`config.mk`:
```
export PLATFORM = sky130hd
export DESIGN_NAME = score_display_arbiter
export DESIGN_NICKNAME = d
export VERILOG_FILES = /design/src/rtl/score_display_arbiter.sv
export SDC_FILE = /design/constraint.sdc
export NUM_CORES = 1
export LEC_CHECK = 0
export ABC_AREA = 1
export BUFFER_PORTS_ARGS = -buffer_cell sky130_fd_sc_hd__buf_2
export CAP_MARGIN = 25
export CORE_UTILIZATION = 45
export DETAILED_ROUTE_END_ITERATION = 8
export GPL_TIMING_DRIVEN = 0
export PLACE_DENSITY = 0.69
export RECOVER_POWER = 50
export SETUP_SLACK_MARGIN = 0.05
export SLEW_MARGIN = 20
export SYNTH_ARGS = -nofsm -noshare
export SYNTH_HDL_FRONTEND = slang
export SYNTH_SLANG_ARGS = --single-unit
```
`constraint.sdc`:
```
create_clock -name clk -period 5 [get_ports clk]
set_input_delay 0.5 -clock clk [delete_from_list [all_inputs] [get_ports clk]]
set_output_delay 0.5 -clock clk [all_outputs]
set_load 0.005 [all_outputs]
```
`src/rtl/score_display_arbiter.sv`:
```
// Display owner arbiter: routes the live score view or one of two latched
// message banners to the seven-segment scan driver, with a score blink option.
module score_display_arbiter #(
  parameter logic [26:0] HOLD_TICKS  = 27'd100_000_000,
  parameter logic [26:0] BLINK_TICKS = 27'd25_000_000
) (
  input  logic        clk,
  input  logic        rst,
  input  logic [55:0] score_seg,
  input  logic [7:0]  score_en,
  input  logic        blink_en,
  input  logic [1:0]  msg_req,
  input  logic [55:0] msg_seg0,
  input  logic [55:0] msg_seg1,
  output logic [1:0]  msg_ack,
  output logic [1:0]  owner,
  output logic [55:0] seg_out,
  output logic [7:0]  an_out
);

  typedef enum logic [1:0] {
    SCORE = 2'd0,
    MSG0  = 2'd1,
    MSG1  = 2'd2
  } state_t;

  state_t      state;
  logic [26:0] timer;
  logic [26:0] blink_cnt;
  logic        phase;
  logic [55:0] msg_reg;

  // Digit enables for the score view; blanked during the off half of a blink.
  function automatic logic [7:0] score_an(input logic [7:0] en,
                                          input logic       blink,
                                          input logic       ph);
    score_an = blink ? (en & {8{ph}}) : en;
  endfunction

  assign owner = state;

  // Free-running blink phase generator, independent of who owns the display.
  always_ff @(posedge clk) begin
    if (!rst) begin
      blink_cnt <= '0;
      phase     <= 1'b1;
    end else if (blink_cnt == BLINK_TICKS - 27'd1) begin
      blink_cnt <= '0;
      phase     <= ~phase;
    end else begin
      blink_cnt <= blink_cnt + 27'd1;
    end
  end

  // Ownership FSM with registered acks and display outputs.
  always_ff @(posedge clk) begin
    if (!rst) begin
      state   <= SCORE;
      timer   <= '0;
      msg_reg <= '0;
      msg_ack <= 2'b00;
      seg_out <= '0;
      an_out  <= '0;
    end else begin
      msg_ack <= 2'b00;
      case (state)
        SCORE: begin
          if (msg_req[1]) begin
            state   <= MSG1;
            msg_ack <= 2'b10;
            msg_reg <= msg_seg1;
            seg_out <= msg_seg1;
            an_out  <= 8'hFF;
            timer   <= HOLD_TICKS - 27'd1;
          end else if (msg_req[0]) begin
            state   <= MSG0;
            msg_ack <= 2'b01;
            msg_reg <= msg_seg0;
            seg_out <= msg_seg0;
            an_out  <= 8'hFF;
            timer   <= HOLD_TICKS - 27'd1;
          end else begin
            seg_out <= score_seg;
            an_out  <= score_an(score_en, blink_en, phase);
          end
        end
        MSG0: begin
          // The game-over banner may cut the point banner short at any time.
          if (msg_req[1]) begin
            state   <= MSG1;
            msg_ack <= 2'b10;
            msg_reg <= msg_seg1;
            seg_out <= msg_seg1;
            an_out  <= 8'hFF;
            timer   <= HOLD_TICKS - 27'd1;
          end else if (timer == 27'd0) begin
            state   <= SCORE;
            seg_out <= score_seg;
            an_out  <= score_an(score_en, blink_en, phase);
          end else begin
            timer   <= timer - 27'd1;
            seg_out <= msg_reg;
            an_out  <= 8'hFF;
          end
        end
        MSG1: begin
          if (timer == 27'd0) begin
            state   <= SCORE;
            seg_out <= score_seg;
            an_out  <= score_an(score_en, blink_en, phase);
          end else begin
            timer   <= timer - 27'd1;
            seg_out <= msg_reg;
            an_out  <= 8'hFF;
          end
        end
        default: begin
          state   <= SCORE;
          seg_out <= score_seg;
          an_out  <= score_an(score_en, blink_en, phase);
        end
      endcase
    end
  end

endmodule
```
==> summary.md <==
| Metric | Value |
|---|---|
| Via density | 5.24 |
| Sequential area share after synthesis | 34.2% |
| Die width | 155 um |
| Die H | 155 um |
| Mapped Nets | 1876 |
| Post-synth EDFFs | 0 |
| #FFs+latches synth | 179 |
| Worst setup path startpoint | owner[0]$_SDFFE_PN0P_ |
| Layout area overhead | 20.4% |
| Cts bufs inserted | 17 |
| # resized after CTS | 0 |
| Slew headroom | 50.2% |
| Rows | 55 |
| Clk_skew | 17.8 ps |
| Vias | 12000 |
| Number of global-route vias before repair | 10900 |
| Final wirelength | 36200 um |
| CP peak stage delay | 450 ps |
| DRC viols | 0 |
| Worst EP arrival | 3330 ps |
| Mean area per synthesized cell | 6.21 um2 |
| Pwr/cell area | 325 nW/um2 |
| Die ar. | 23900 um2 |
| First-pass GRT wire length | 56400 um |
| CP required | 5330 ps |
| Post-CTS Setup Bufs | 0 |
| Core Area | 22800 um2 |
| Most common library cells after synthesis | nand2_1 (415), inv_1 (241), a21oi_1 (186) |
| Mapped cell area | 10500 um2 |
| IO Pins | 249 |
| TritonCTS sink count | 179 |
| Setup TNS Final | 0 ps |
| Worst-path clk slew | 80 ps |
| Routed WL per cell | 15.8 um |
| R2R Path Start | owner[0]$_SDFFE_PN0P_ |
| Final Hold Viols | 0 |
| P_int | 2.63 mW |
| Reported max-cap violation count | 0 |
| Critical path peak fanout | 10 |
| I/O Buffers | 248 |
| Yosys warns | 0 |
| DRT iter0 DRCs | 942 |
| Area contributors post-synth | dfxtp_1 (34%), nand2_1 (15%), a21oi_1 (8.9%), inv_1 (8.6%), o21ai_0 (5.9%) |
| Area share of the leading cell type in the synthesized netlist | 34.2% |
| Main synth FF type | dfxtp_1 |
| Max clock buf depth | 2 |
| Fraction of layout cells with a size suffix above 1 | 15.7% |
| Initial antenna violation count | 5 |
| Max Fclk | 0.334 GHz |
| Logic pwr share | 26.5% |
| Final setup violating endpoints | 0 |
| Nets | 2143 |
| Crit path buffers/inverters | 5 |
| CTS Hold Bufs | 0 |
| CTS tree | built |
| Later-pin clock latency in the skew report | 440 ps |
| Post-synth ARST share | 0% |
| Switch share | 36.0% |
| Register share of total power | 41.1% |
| Number of H-tree levels | 4 |
| Worst-margin pin slew | 747 ps |
| Post-route minimum period | 3000 ps |
| Status | finished, final reports clean |
| Post-Synthesis Cells | 1688 |
| CTS Root Buffer Type | clkbuf_16 |
| Max-slew violation count | 0 |
| Min-delay src | score_seg[9] |
| Element type at the critical path start | register |
| Worst path slowest cell | clkbuf_1 |
| Worst hold path type | in -> reg |
| Crit share post-route | 59.9% |
| Leak | 6.10 nW |
| Overall power | 4.10 mW |
| Sw Pwr | 1.48 mW |
| Delay-heaviest family, CP | buffers and inverters |
| GPL Wtd Cong | 0.993 |
| Worst VDD drop | 0.170 mV |
| Post-synth cell types | 39 |
| Post-route ant nets | 0 |
| Gr ovfl total | 0 |
| RSZ-0062 raised after global routing | false |
| Synth area leader | dfxtp_1 |
| First-pass DRT Iterations | 5 |
| Total Routing Usage GR | 30.0% |
| Crit end category | register |
| Clk pwr share | 32.4% |
| Count leader, synth | nand2_1 |
| Largest net degree at the start of global routing | 19 |
| Initial core utilization | 46.1% |
| Final HPWL DP | 27900 um |
| Most used cell along the critical path | inv_1 |
| Critical path class | reg -> reg |
| CP Cell Sequence | ha_1 -> clkbuf_1 -> inv_1 -> nand2_1 -> inv_1 -> nand2_1 -> nor2_1 -> clkbuf_1 -> o21ai_1 -> o21ai_1 -> inv_1 |
[through the flow]
step | setup slack [ps] | util (%) | instances | hold WS, ps | instance area (um2)
2_1_floorplan | 3240 | - | 1688 | 418 | 10500
3_5_place_dp | 2350 | 53.2 | 2249 | 443 | 12100
4_1_cts | 2350 | 55.7 | 2281 | 312 | 12700
3_3_place_gp | 2430 | 53.2 | 2249 | 428 | 12100
6_report | 2000 | 55.5 | 2284 | 320 | 12600
5_1_grt | 1930 | 55.4 | 2282 | 313 | 12600
[final timing paths]
kind / endpoint / slack (ps) / cells past startpoint
max: timer[1]$_SDFFE_PN0P_ / 2000 / 11
min: seg_out[9]$_SDFF_PN0_ / 320 / 3
max reg2reg: timer[1]$_SDFFE_PN0P_ / 2000 / 11
min reg2reg: blink_cnt[0]$_SDFF_PP0_ / 450 / 1
[cells by family (layout without fill, tap and decap cells)]
group,count (synthesis),in the layout,share of synthesized area (%)
simple gates,744,744,30.7
compound gates,394,394,19.9
flops,179,179,34.2
other cells,0,3,0
buf+inv,353,633,13.4
fa+ha+maj,7,7,0.835
xor+xnor,11,11,0.918
[routing by layer]
metal	share of wire (%)	global-route usage, %
met2	47	49.5
met3	8.2	6.22
met1	44	39.7
met4	1.4	7.78
met5	0.036	0
[power groups by stage]
| stage | clock network (mW) | logic (mW) | registers [mW] |
|---|---|---|---|
| after floorplan | 0 | 0.689 | 1.70 |
| after global placement | 0 | 1.07 | 1.71 |
| after detailed placement | 0 | 1.08 | 1.71 |
| after CTS | 1.34 | 1.09 | 1.68 |
| after global routing | 1.40 | 1.21 | 1.70 |
| final | 1.33 | 1.09 | 1.69 |
[area by class of cell]
cell class / count / area, um2
Inverter: 259 / 972
Clock inverter: 15 / 145
Antenna cell: 3 / 7.51
Timing Repair Buffer: 248 / 1200
Fill cell: 2312 / 10100
Sequential cell: 179 / 3580
Multi-Input combinational cell: 1156 / 5480
Tap cell: 313 / 392
Clock buffer: 17 / 425
Buffer: 94 / 430
[worst reg2reg max path, stage by stage, from the launching register on]
cell	delay, ps
dfxtp_1	370
ha_1	210
clkbuf_1	230
inv_1	170
nand2_1	370
inv_1	390
nand2_1	170
nor2_1	170
clkbuf_1	450
o21ai_1	150
o21ai_1	160
inv_1	50
[cells in the final DEF (no fill, tap or decap), types with 4 or more instances in the layout]
cell and instances:
a211oi_1 8, a21oi_1 186, a31oi_1 45, buf_1 7
buf_2 239, buf_6 5, clkbuf_1 89, clkbuf_16 17
clkinv_1 9, dfxtp_1 179, ha_1 7, inv_1 244
inv_2 6, inv_6 5, nand2_1 418, nand2_2 4
nand3_1 83, nand3b_1 18, nand4_1 37, nor2_1 141
nor2_2 4, nor3_1 21, o21ai_0 123, o21ai_1 7
o22ai_1 17, or2_2 7, xnor2_1 4, xor2_1 7
(Power assumes the default switching activity.)
